==> src/rtl/wave_synth_if.sv <==
// wave_synth_if: control and sample bus of the wave_synth DDS generator.
// The master side drives frequency/mode controls and consumes samples; the
// slave side is the generator itself. The amp signal exists only when
// WAVE_SYNTH_AMP_EN is defined.
interface wave_synth_if #(
  parameter int OUT_W   = 8,
  parameter int PHASE_W = 16
);
  logic               en;
  logic [PHASE_W-1:0] tw_in;
  logic               tw_load;
  logic [1:0]         mode;
`ifdef WAVE_SYNTH_AMP_EN
  logic [OUT_W-1:0]   amp;
`endif
  logic [OUT_W-1:0]   wave;
  logic               wave_valid;
  logic               phase_sync;

`ifdef WAVE_SYNTH_AMP_EN
  modport master (output en, tw_in, tw_load, mode, amp,
                  input  wave, wave_valid, phase_sync);
  modport slave  (input  en, tw_in, tw_load, mode, amp,
                  output wave, wave_valid, phase_sync);
`else
  modport master (output en, tw_in, tw_load, mode,
                  input  wave, wave_valid, phase_sync);
  modport slave  (input  en, tw_in, tw_load, mode,
                  output wave, wave_valid, phase_sync);
`endif
endinterface

==> src/rtl/wave_synth.sv <==
// wave_synth: direct-digital-synthesis waveform generator.
// Phase accumulator -> shape register (sine/triangle/saw/square) -> output
// register; latency 2 enabled cycles. Output period = 2^PHASE_W / tw.
// Optional macro WAVE_SYNTH_AMP_EN adds the amp input and one scaling stage
// (latency 3). Constraints: PHASE_W >= LUT_AW+2 and PHASE_W >= OUT_W+1.
module wave_synth #(
  parameter int                 OUT_W    = 8,
  parameter int                 PHASE_W  = 16,
  parameter int                 LUT_AW   = 8,
  parameter logic [PHASE_W-1:0] TW_RESET = '0
) (
  input  logic          s_clk,
  input  logic          reset,
  wave_synth_if.slave   bus
);

  localparam int               LUT_N = 2 ** LUT_AW;
  localparam int               M     = 2 ** (OUT_W - 1) - 1;
  localparam logic [OUT_W-1:0] MID   = OUT_W'(M);

  // Quarter-wave entry k: round(M * sin(pi/2 * (k+0.5) / LUT_N)), evaluated
  // at elaboration with a Taylor series so no math library is needed.
  function automatic int sine_entry(input int k);
    real x;
    real term;
    real sum;
    x    = 1.5707963267948966 * (real'(k) + 0.5) / real'(LUT_N);
    term = x;
    sum  = x;
    for (int n = 1; n < 10; n++) begin
      term = -term * x * x / real'((2 * n) * (2 * n + 1));
      sum  = sum + term;
    end
    return $rtoi(real'(M) * sum + 0.5);
  endfunction

  // NOTE: the quarter-wave table is a constant ROM built from elaboration-time
  // parameters; it holds no state, so it has no reset and no write port.
  logic [OUT_W-2:0] sin_lut [LUT_N];
  for (genvar k = 0; k < LUT_N; k++) begin : g_lut
    localparam int LV = sine_entry(k);
    assign sin_lut[k] = (OUT_W-1)'(LV);
  end

  // ---------------------------------------------------------------- stage 0
  logic [PHASE_W-1:0] acc;
  logic [PHASE_W-1:0] tw;
  logic               acc_wrap;
  logic [PHASE_W:0]   acc_sum;

  assign acc_sum = {1'b0, acc} + {1'b0, tw};

  // Tuning word register: loads whenever strobed, regardless of en.
  // NOTE: all clocked state uses non-blocking assignments so every register
  // samples pre-edge values and the pipeline ordering cannot race.
  always_ff @(posedge s_clk) begin
    if (reset)            tw <= TW_RESET;
    else if (bus.tw_load) tw <= bus.tw_in;
  end

  // Phase accumulator; the carry-out tags the first phase of a new period.
  always_ff @(posedge s_clk) begin
    if (reset) begin
      acc      <= '0;
      acc_wrap <= 1'b0;
    end else if (bus.en) begin
      acc      <= acc_sum[PHASE_W-1:0];
      acc_wrap <= acc_sum[PHASE_W];
    end
  end

  // ---------------------------------------------------------------- shaping
  logic [1:0]        quad;
  logic [LUT_AW-1:0] idx;
  logic [LUT_AW-1:0] lut_addr;
  logic [OUT_W-2:0]  lut_val;
  logic [OUT_W-1:0]  tri_t;
  logic [OUT_W-1:0]  raw_next;

  assign quad     = acc[PHASE_W-1 -: 2];
  assign idx      = acc[PHASE_W-3 -: LUT_AW];
  // Odd quadrants read the table mirrored: 2^LUT_AW-1-i is just ~i.
  assign lut_addr = quad[0] ? ~idx : idx;
  assign lut_val  = sin_lut[lut_addr];
  assign tri_t    = acc[PHASE_W-2 -: OUT_W];

  // Waveform select from the current phase.
  // NOTE: raw_next gets a default before the case so no path leaves it
  // unassigned, which would otherwise infer a latch.
  always_comb begin
    raw_next = MID;
    case (bus.mode)
      2'd0: raw_next = quad[1] ? (MID - {1'b0, lut_val}) : (MID + {1'b0, lut_val});
      2'd1: raw_next = acc[PHASE_W-1] ? ~tri_t : tri_t;
      2'd2: raw_next = acc[PHASE_W-1 -: OUT_W];
      2'd3: raw_next = acc[PHASE_W-1] ? '0 : '1;
    endcase
  end

  // ---------------------------------------------------------------- stage 1
  logic [OUT_W-1:0] raw_q;
  logic             raw_vld;
  logic             raw_sync;

  // Shape register; the wrap tag travels alongside its sample.
  always_ff @(posedge s_clk) begin
    if (reset) begin
      raw_q    <= MID;
      raw_vld  <= 1'b0;
      raw_sync <= 1'b0;
    end else if (bus.en) begin
      raw_q    <= raw_next;
      raw_vld  <= 1'b1;
      raw_sync <= acc_wrap;
    end
  end

  // ---------------------------------------------------------------- output
  logic [OUT_W-1:0] out_q;
  logic             out_vld;
  logic             out_sync;

`ifdef WAVE_SYNTH_AMP_EN
  localparam logic [OUT_W-1:0] HALF = OUT_W'(2 ** (OUT_W - 1));

  logic signed [OUT_W:0]     s_val;
  logic signed [OUT_W:0]     amp_s;
  logic signed [2*OUT_W+1:0] prod_full;
  logic [OUT_W-1:0]          scaled_q;
  logic                      scaled_vld;
  logic                      scaled_sync;
  logic                      prod_unused;

  assign s_val     = $signed({1'b0, raw_q}) - $signed({1'b0, HALF});
  assign amp_s     = $signed({1'b0, bus.amp});
  assign prod_full = s_val * amp_s;
  // Bits [2*OUT_W-1:OUT_W] are (s*amp) >>> OUT_W; the result always fits
  // OUT_W bits once offset by HALF, so the remaining bits are dropped.
  assign prod_unused = ^{prod_full[2*OUT_W+1:2*OUT_W], prod_full[OUT_W-1:0]};

  // Scaling stage: signed product of the centred sample and amp.
  always_ff @(posedge s_clk) begin
    if (reset) begin
      scaled_q    <= '0;
      scaled_vld  <= 1'b0;
      scaled_sync <= 1'b0;
    end else if (bus.en) begin
      scaled_q    <= prod_full[2*OUT_W-1:OUT_W];
      scaled_vld  <= raw_vld;
      scaled_sync <= raw_sync;
    end
  end

  // Output register: re-centre the scaled sample on mid-scale.
  always_ff @(posedge s_clk) begin
    if (reset) begin
      out_q    <= MID;
      out_vld  <= 1'b0;
      out_sync <= 1'b0;
    end else if (bus.en) begin
      out_q    <= scaled_q + HALF;
      out_vld  <= scaled_vld;
      out_sync <= scaled_sync;
    end
  end
`else
  // Output register: raw sample passes straight through.
  always_ff @(posedge s_clk) begin
    if (reset) begin
      out_q    <= MID;
      out_vld  <= 1'b0;
      out_sync <= 1'b0;
    end else if (bus.en) begin
      out_q    <= raw_q;
      out_vld  <= raw_vld;
      out_sync <= raw_sync;
    end
  end
`endif

  assign bus.wave       = out_q;
  assign bus.wave_valid = out_vld;
  // The sync tag is held through a stall but only shown while advancing.
  assign bus.phase_sync = out_sync & bus.en;

endmodule

==> src/flat_wrapper.sv <==
// flat-port wrapper written by rule: the top's interface ports become plain ports
module wave_synth_flat 
#(
  parameter int                 OUT_W    = 8,
  parameter int                 PHASE_W  = 16,
  parameter int                 LUT_AW   = 8,
  parameter logic [PHASE_W-1:0] TW_RESET = '0
)
  (s_clk, reset, bus_en, bus_tw_in, bus_tw_load, bus_mode, bus_wave, bus_wave_valid, bus_phase_sync);
  wave_synth_if #(.OUT_W(OUT_W), .PHASE_W(PHASE_W)) bus_i ();
  input  logic s_clk;
  input  logic reset;
  input wire logic [$bits(bus_i.en)-1:0] bus_en;
  input wire logic [$bits(bus_i.tw_in)-1:0] bus_tw_in;
  input wire logic [$bits(bus_i.tw_load)-1:0] bus_tw_load;
  input wire logic [$bits(bus_i.mode)-1:0] bus_mode;
  output wire logic [$bits(bus_i.wave)-1:0] bus_wave;
  output wire logic [$bits(bus_i.wave_valid)-1:0] bus_wave_valid;
  output wire logic [$bits(bus_i.phase_sync)-1:0] bus_phase_sync;
  assign bus_i.en = bus_en;
  assign bus_i.tw_in = bus_tw_in;
  assign bus_i.tw_load = bus_tw_load;
  assign bus_i.mode = bus_mode;
  assign bus_wave = bus_i.wave;
  assign bus_wave_valid = bus_i.wave_valid;
  assign bus_phase_sync = bus_i.phase_sync;
  wave_synth #(.OUT_W(OUT_W), .PHASE_W(PHASE_W), .LUT_AW(LUT_AW), .TW_RESET(TW_RESET)) u_core (.s_clk(s_clk), .reset(reset), .bus(bus_i));
endmodule
==> config.mk <==
export PLATFORM = sky130hd
export DESIGN_NAME = wave_synth_flat
export DESIGN_NICKNAME = d
export VERILOG_FILES = /design/src/rtl/wave_synth_if.sv /design/src/rtl/wave_synth.sv /design/src/flat_wrapper.sv
export SDC_FILE = /design/constraint.sdc
export NUM_CORES = 1
export LEC_CHECK = 0
export BUFFER_PORTS_ARGS = -buffer_cell sky130_fd_sc_hd__buf_2
export CORE_ASPECT_RATIO = 1.75
export CORE_MARGIN = 4
export CORE_UTILIZATION = 57
export CTS_CLUSTER_DIAMETER = 60
export DETAILED_ROUTE_END_ITERATION = 16
export PLACE_DENSITY_LB_ADDON = 0.25
export SKIP_CTS_REPAIR_TIMING = 1
export SYNTH_ARGS = -nofsm -noshare
export SYNTH_HDL_FRONTEND = slang
export SYNTH_SLANG_ARGS = --single-unit
==> constraint.sdc <==
create_clock -name s_clk -period 3.74 [get_ports s_clk]
set_input_delay 0.374 -clock s_clk [delete_from_list [all_inputs] [get_ports s_clk]]
set_output_delay 0.374 -clock s_clk [all_outputs]
set_load 0.01 [all_outputs]
==> results.ini, run 1 <==
[floorplanning]
io_pins=32
die_w_um=84.77
row_count=48
die_area_um2=12070
chipHeight_um=142.3
coreArea_um2=9970
start_util_pct=58.96

[sta]
tightest_slew_ps=850.1
setup_violations=0
drv_slew=0
rsz0062_at_grt=no
finalHoldViolations=0
finalSetupTns_ps=0
min_period_ps=3623
relSlewSlack_pct=43.33
finalHoldWorstSlack_ps=309.2
skew_ps=4.633
clock.fmax_mhz=276.0
finalCritPeriodShare_pct=96.86

[clock_network]
numCtsBuffers=5
clk_pin_slew_ps=70
clk_path_buf_depth=2
cts_htree_levels=2
cts_tree=built
clock_sinks=53
clockRootBuffer=clkbuf_16
clkLatencyLatePin_ps=300

[finish]
multi_input_area_um2=4382
drive_above_1_share_pct=15.46
mostFrequentLayoutCells=nor2_1 (81), nand2_1 (66), o21ai_0 (54), buf_4 (49)
diodes=0
nNetsFinal=862
fillers=920
final_common_cell=nor2_1
area_growth_pct=9.259
post-route-cell-area_um2=6422
seq_area_um2=1067

[drt]
drt-pass1-iter-count=6
drc_errors=0
wl_per_cell_um=23.14
avgViaCountPerCell=7.085
routed_wl_um=21760
ant_nets=0
first_iter_violations=989
vias=6660

[worst_setup_path]
worstPathRequired_ps=3920
critPathSlowestCell=or4b_4
r2r-start=u_core.acc[6]
worstReg2RegEnd=u_core.raw_q[5]
r2r_slack_ps=120
crit_path_start_kind=flip-flop
criticalPathCategory=flip-flop to flip-flop
ff2ff_path_depth=13
cp-startpoint=u_core.acc[6]
crit_chain=xor2_4 > inv_1 > ha_2 > buf_6 > nor2b_1 > o21ai_0 > o22ai_1 > or4b_4 > a31oi_4 > nand3_2 > or4_1 > mux2i_1 > o31ai_1
cp_top_family=simple AND/OR/NAND/NOR gates
critPathArrivalTime_ps=3810
slowest_delay_ps=570
end_kind=flip-flop
crit_buf_inv=2
worst-path-max-fanout=16

[yosys]
ys_ff_latch=53
ys_seq_area_share_pct=18.05
synthesis.area_um2=5878
synthArstFlopShare_pct=0
yosysWarningCount=0
syn_inst=803
synth-edff-count=0
synth.distinct_cells=85
synth.avg_cell_area_um2=7.320
ys.flop_type=dfxtp_1
mappedNetlistNets=851

[global_routing]
grt_overflow=0
grt_first_pass_wirelength_um=33610
antenna_found_initial=0
grt.total_usage_pct=35.09
grt_max_degree=51
first_global_vias=6361

[placement]
place_hpwl_um=15580
gp_routability_congestion=1.165
portBuffers=31
place_area_um2=6183

[worst_hold_path]
whs_path_depth=3
holdPathEnd=u_core.tw[15]
min_path_type=primary input to flip-flop
min_from=bus_tw_in[15]

[run_status]
outcome=complete, no violations

[power]
power_density_nw_per_um2=348.9
p_leak_nw=2.586
ir_drop_mv=0.3540

[run]
cap_violations=0

## worst register-to-register path, cell delays in order, from the launching register on
cell     delay (ps)
dfxtp_1         560
xor2_4          280
inv_1           140
ha_2            230
buf_6           160
nor2b_1         150
o21ai_0         180
o22ai_1         120
or4b_4          570
a31oi_4         250
nand3_2         150
or4_1           490
mux2i_1         150
o31ai_1         100
## per-layer routing
layer	up-vias	track usage [%]	share of wire, %
met5	-	0	0
met3	150	5.041	7.9
met2	444	61.38	49
met4	0	27.02	8.5
met1	3080	37.37	34
li1	2986	-	-
## report_power, final
| part | internal (mW) | leakage (nW) | switching [mW] | total, mW |
|---|---|---|---|---|
| Clock | 0.334 | 0.0831 | 0.212 | 0.546 |
| Combinational | 0.409 | 2.06 | 0.627 | 1.04 |
| Sequential | 0.605 | 0.438 | 0.0547 | 0.659 |
| Total | 1.35 | 2.59 | 0.893 | 2.24 |
## layout make-up
cell class	count	area share (%)
Clock inverter	2	0.5845
Inverter	20	1.169
Timing Repair Buffer	83	8.806
Tap cell	125	2.435
Clock buffer	6	2.162
Multi-Input combinational cell	651	68.23
Sequential cell	53	16.62
## state kept, by name (all words and copies together) (netlist names)
signal,flops
u_core.acc_wrap,1
u_core.acc,16
u_core.raw_sync,1
u_core.out_sync,1
u_core.raw_vld,1
u_core.raw_q,8
u_core.bus.wave,8
u_core.bus.wave_valid,1
u_core.tw,16
## how the worst max path moves through the flow
stage / end / cells after the start
6_report: u_core.raw_q[5] / 13
3_5_place_dp: u_core.raw_q[5] / 14
2_1_floorplan: u_core.raw_q[5] / 16
3_3_place_gp: u_core.raw_q[5] / 14
5_1_grt: u_core.raw_q[2] / 16
4_1_cts: u_core.raw_q[5] / 14
## synthesized netlist by cell type, drive strengths merged, types with 6 or more instances
cell	instances	area share, %
xor2	10	1.5
xnor2	17	2.5
nor3	16	1.4
o22ai	15	1.6
inv	20	1.3
a31oi	13	1.9
or2	8	0.85
nand3	24	2.1
and2	8	0.87
a21oi	49	4.2
clkbuf	31	2.0
or3	6	0.64
a21o	10	1.3
nand2b	27	2.9
o211ai	9	1.1
mux2i	44	7.5
o221ai	12	1.8
nand2	67	4.3
buf	48	5.1
a221oi	11	1.6
ha	25	5.3
nor2	82	5.2
o21ai	56	4.8
dfxtp	53	18
o311ai	7	1.0
a211oi	11	1.4
nor3b	7	0.89
nor2b	24	2.6
## cells by family (layout without fill, tap and decap cells)
family	after synthesis	after routing	share of synthesized area [%]
AOI/OAI and AO/OA	248	248	29.14
DFF	53	53	18.05
muxes	47	47	8.450
and+or+nand+nor	301	301	25.99
adders and majority gates	28	28	6.003
xor gates and xnor gates	27	27	4.023
buffers and inverters	99	111	8.344
## stage by stage
step | utilization, % | power (mW) | cells | setup WS (ps)
global placement | 62.02 | 1.619 | 932 | 124.5
detailed placement | 62.02 | 1.639 | 932 | -34.70
global route | 64.42 | 2.343 | 940 | 8.840
CTS | 63.79 | 2.187 | 940 | -40.56
floorplan | - | 1.345 | 803 | 6.749
finish | 64.42 | 2.241 | 940 | 117.4
Power figures use the tool's default switching activity.
==> run 2, diff against run 1 <==
--- a/config.mk
+++ b/config.mk
@@ -12,6 +12,7 @@
 export CTS_CLUSTER_DIAMETER = 60
 export DETAILED_ROUTE_END_ITERATION = 16
 export PLACE_DENSITY_LB_ADDON = 0.25
+export SETUP_SLACK_MARGIN = 0.15
 export SKIP_CTS_REPAIR_TIMING = 1
 export SYNTH_ARGS = -nofsm -noshare
 export SYNTH_HDL_FRONTEND = slang
==> run 2 against run 1 <==
  * Critical path type unchanged
  * First-iteration DRC count down 36%
  * Via count decreased by 1.3%
  * Clock power decreased by 18%
  * Global-route usage rose by 1.2 points
  * Hold slack better by 7.2 ps
  * Sequential cell count stayed put
  * Register-to-register slack improved by 160 ps
  * Routed wire length rose by 2.4%
  * Core utilization is 0.23 points higher
  * Cell count down 0.32%
  * Non-clock buffer count is 3 lower
==> results.ini, run 2 (same netlist as run 1, synthesis figures left out) <==
[clock_network]
clkLatencyLatePin_ps=290
clock_sinks=53
clk_pin_slew_ps=70
cts_tree=built
numCtsBuffers=5
clk_path_buf_depth=2
clockRootBuffer=clkbuf_16
cts_htree_levels=2

[worst_setup_path]
slowest_delay_ps=410
critPathSlowestCell=dfxtp_4
crit_chain=nor2b_2 > or2_4 > clkinvlp_4 > ha_4 > mux2_2 > a221o_1 > a221oi_1 > nor4_1 > buf_4 > a21oi_4 > ha_4 > nand2_1 > o31a_1 > a31oi_1 > a31oi_1
crit_path_start_kind=flip-flop
worst-path-max-fanout=5
worstPathRequired_ps=3900
end_kind=flip-flop
criticalPathCategory=flip-flop to flip-flop
cp_top_family=compound AO/OA/AOI/OAI gates
critPathArrivalTime_ps=3620
crit_buf_inv=2

[floorplanning]
coreArea_um2=9970
row_count=48
die_w_um=84.77
die_area_um2=12070
io_pins=32
chipHeight_um=142.3
start_util_pct=58.96

[sta]
fin_ws_ps=273.0
relSlewSlack_pct=40.38
finalSetupTns_ps=0
tightest_slew_ps=887.9
clock.fmax_mhz=288.4
min_period_ps=3467
drv_slew=0
rsz0062_at_grt=no
finalCritPeriodShare_pct=92.70
skew_ps=3.787
setup_violations=0
finalHoldViolations=0

[power]
ir_drop_mv=0.4574
power_density_nw_per_um2=339.2
finalPower_mw=2.186
p_leak_nw=2.565

[finish]
fillers=888
final_common_cell=nor2_1
mostFrequentLayoutCells=nor2_1 (82), nand2_1 (67), o21ai_0 (52), a21oi_1 (48), buf_4 (48)
drive_above_1_share_pct=15.76
area_growth_pct=9.642
diodes=0
nNetsFinal=859
stdcell_count=937
largestRegisters=u_core.acc x16, u_core.tw x16

[drt]
first_iter_violations=635
wl_per_cell_um=23.77
ant_nets=0
vias=6571
drt-pass1-iter-count=6
drc_errors=0
routed_wl_um=22270
avgViaCountPerCell=7.013

[worst_hold_path]
min_path_type=primary input to flip-flop

[global_routing]
grt_first_pass_wirelength_um=34890
grt_overflow=0
grt_max_degree=49
grt.total_usage_pct=36.33
first_global_vias=6490
antenna_found_initial=0

[placement]
gp_routability_congestion=1.059
dp_cells=927
place_hpwl_um=16140
place_ws_ps=133.2
portBuffers=31

[run]
cap_violations=0

[run_status]
outcome=complete, no violations

-- run 2: worst register-to-register path: cells and delay by family, from the launching register on --
| kind | cells | cell delay [ps] |
|---|---|---|
| AO/OA/AOI/OAI | 6 | 1310 |
| adder cells (fa/ha/maj) | 2 | 410 |
| buffers and inverters | 2 | 400 |
| multiplexers | 1 | 260 |
| AND/OR/NAND/NOR | 4 | 550 |
| flip-flops | 1 | 410 |
-- run 2: per-layer routing --
| metal | track usage, % | up-vias | share of wire [%] | wire, um |
|---|---|---|---|---|
| li1 | - | 2973 | - | - |
| met1 | 38.37 | 3077 | 35 | 7818 |
| met2 | 67.00 | 402 | 51 | 11270 |
| met3 | 3.592 | 119 | 6.5 | 1437 |
| met4 | 24.10 | 0 | 7.9 | 1750 |
| met5 | 0 | - | 0 | 0 |
-- run 2: worst paths after layout --
path | cells after the start | start | slack [ps] | endpoint
worst max-delay path | 15 | u_core.acc[14] | 270 | u_core.raw_q[6]
worst min-delay path | 3 | bus_tw_in[14] | 320 | u_core.tw[14]
worst max register to register | 15 | u_core.acc[14] | 270 | u_core.raw_q[6]
worst min register to register | 2 | u_core.bus.wave[5] | 470 | u_core.bus.wave[5]
-- run 2: power breakdown --
part	internal [mW]	switching [mW]	total, mW
combinational	0.436	0.643	1.08
clock	0.249	0.199	0.448
sequential	0.605	0.0537	0.658
-- run 2: metrics by stage --
stage	area (um^2)	util, %	hold WS [ps]
after global placement	6167	61.86	446.9
after CTS	6307	63.27	313.8
after detailed placement	6167	61.86	451.7
final	6445	64.65	316.4
after global routing	6445	64.65	328.0
after floorplan	5908	-	434.2
-- run 2: final cells by class --
| cell class | instances | area, um^2 | area share [%] |
|---|---|---|---|
| clock buffers | 7 | 132.6 | 2.058 |
| clock inverters | 1 | 7.507 | 0.1165 |
| inverters | 20 | 78.83 | 1.223 |
| multi-input cells | 651 | 4462 | 69.23 |
| flip-flops and latches | 53 | 1072 | 16.64 |
| well taps | 125 | 156.4 | 2.427 |
| repair buffers | 80 | 535.5 | 8.309 |
==> run 3, diff against run 2 <==
--- a/config.mk
+++ b/config.mk
@@ -8,7 +8,7 @@
 export BUFFER_PORTS_ARGS = -buffer_cell sky130_fd_sc_hd__buf_2
 export CORE_ASPECT_RATIO = 1.75
 export CORE_MARGIN = 4
-export CORE_UTILIZATION = 57
+export CORE_UTILIZATION = 25
 export CTS_CLUSTER_DIAMETER = 60
 export DETAILED_ROUTE_END_ITERATION = 16
 export PLACE_DENSITY_LB_ADDON = 0.25
==> constraint.sdc (replaced) <==
create_clock -name s_clk -period 3.74 [get_ports s_clk]
set_input_delay 0.748 -clock s_clk [delete_from_list [all_inputs] [get_ports s_clk]]
set_output_delay 0.748 -clock s_clk [all_outputs]
set_load 0.01 [all_outputs]
==> run 3 against run 2 <==
  * Routed wire length up 4.1%
  * Critical path type unchanged
  * Via count down 2.4%
  * Clock skew about the same
  * Sequential cell count unchanged
  * Sequential share of layout area down 1.0 points
  * Sequential power about the same
  * Cell count up 22%
  * Combinational power about the same
  * Highest routed layer unchanged
  * Critical endpoint is now u_core.raw_q[5]
  * Die area up 120%
  * Critical path depth down 5
==> results.ini, run 3 (same netlist as run 1, synthesis figures left out) <==
[sta]
finalCritPeriodShare_pct=91.29
drv_slew=0
relSlewSlack_pct=48.82
setup_violations=0
clock.fmax_mhz=292.9
finalHoldViolations=0
fin_ws_ps=325.8
rsz0062_at_grt=yes
skew_ps=4.175
tightest_slew_ps=748.4
min_period_ps=3414
finalSetupTns_ps=0

[floorplanning]
die_w_um=123.9
coreArea_um2=23240
die_area_um2=26130
row_count=74
io_pins=32
start_util_pct=25.29
chipHeight_um=210.8

[worst_hold_path]
min_from=u_core.bus.wave[0]
holdPathEnd=u_core.bus.wave[0]
whs_path_depth=2
min_path_type=flip-flop to flip-flop

[drt]
wl_per_cell_um=20.23
ant_nets=0
routed_wl_um=23180
avgViaCountPerCell=5.599
first_iter_violations=393
drt-pass1-iter-count=6
vias=6416
drc_errors=0

[clock_network]
clock_sinks=53
clkLatencyLatePin_ps=300
clk_path_buf_depth=2
numCtsBuffers=5
cts_htree_levels=2
cts_tree=built
clk_pin_slew_ps=70
clockRootBuffer=clkbuf_16

[finish]
drive_above_1_share_pct=18.29
diodes=0
final_common_cell=nor2_1
largestRegisters=u_core.acc x16, u_core.tw x16
mostFrequentLayoutCells=nor2_1 (82), buf_4 (77), nand2_1 (67), o21ai_0 (52), a21oi_1 (48)
nNetsFinal=889
area_growth_pct=16.86

[worst_setup_path]
cpMostUsedCell=buf_4
critPathSlowestCell=dfxtp_2
worstPathRequired_ps=3930
cp_top_family=compound AO/OA/AOI/OAI gates
criticalPathCategory=flip-flop to flip-flop
r2r-start=u_core.acc[11]
critPathArrivalTime_ps=3600
r2r_slack_ps=330
worst-path-max-fanout=30
crit_buf_inv=2
worstReg2RegEnd=u_core.raw_q[5]
crit_path_start_kind=flip-flop
slowest_delay_ps=770
end_kind=flip-flop
crit_chain=buf_4 > nand2_1 > a2111oi_0 > buf_4 > o221ai_1 > nand4_2 > nand3_2 > or4_1 > mux2i_1 > o31ai_1
ff2ff_path_depth=10

[placement]
place_hpwl_um=17770
gp_routability_congestion=0.9518
portBuffers=31
place_ws_ps=215.2

[global_routing]
grt_max_degree=48
grt.total_usage_pct=17.67
first_global_vias=6227
grt_first_pass_wirelength_um=35540
grt_overflow=0
antenna_found_initial=0

[power]
ir_drop_mv=0.3380
power_density_nw_per_um2=327.0
p_leak_nw=2.727
finalPower_mw=2.246

[run]
cap_violations=0

[run_status]
outcome=complete, no violations

## run 3: cell types whose count changed in the layout (fill, tap and decap cells not counted), moves of 2 or more
cell      previous run  this run
buf_4               48        77
ha_1                19        21
clkbuf_8             0         2
clkbuf_1             2         0
ha_4                 5         2
## run 3: power by group
group          total (mW)  internal (mW)  switching (mW)  leakage (nW)
clock               0.498          0.284           0.214        0.0799
sequential          0.661          0.604          0.0569         0.439
combinational        1.09          0.461           0.626          2.21
## run 3: per-stage QoR
step / util (%) / instance area (um^2) / hold slack (ps) / cells
6_report: 29.56 / 6869 / 473.6 / 1146
4_1_cts: 29.20 / 6787 / 475.8 / 1144
5_1_grt: 29.56 / 6869 / 494.2 / 1146
3_5_place_dp: 28.52 / 6629 / 457.5 / 1136
3_3_place_gp: 28.52 / 6629 / 449.8 / 1136
2_1_floorplan: - / 5908 / 434.2 / 803
## run 3: worst register-to-register path, cell delays in order, from the launching register on
cell	delay, ps
dfxtp_2	770
buf_4	330
nand2_1	60
a2111oi_0	700
buf_4	220
o221ai_1	160
nand4_2	220
nand3_2	110
or4_1	500
mux2i_1	140
o31ai_1	90
## run 3: how the worst max path moves through the flow
stage,start,end,slack [ps],depth (start not counted)
after floorplan,u_core.acc[14],u_core.raw_q[2],150,18
after global placement,u_core.acc[7],u_core.raw_q[1],210,15
after detailed placement,u_core.acc[7],u_core.raw_q[5],220,14
after CTS,u_core.acc[7],u_core.raw_q[5],200,14
after global routing,u_core.acc[14],u_core.raw_q[6],140,16
final,u_core.acc[11],u_core.raw_q[5],330,10
## run 3: layout make-up
type                    count  area [um^2]
flip-flops and latches     53         1071
clock inverters             1        5.005
repair buffers            110        773.2
inverters                  20        78.83
fillers                  2536        16370
clock buffers               7        152.6
multi-input cells         651         4408
well taps                 304        380.4
## run 3: per-layer routing
layer | vias up | GRT usage, % | share of wire [%]
li1 | 3036 | - | -
met1 | 3024 | 17.97 | 35
met2 | 253 | 32.95 | 53
met5 | - | 0 | 0
met3 | 103 | 1.072 | 4.0
met4 | 0 | 12.90 | 8.1
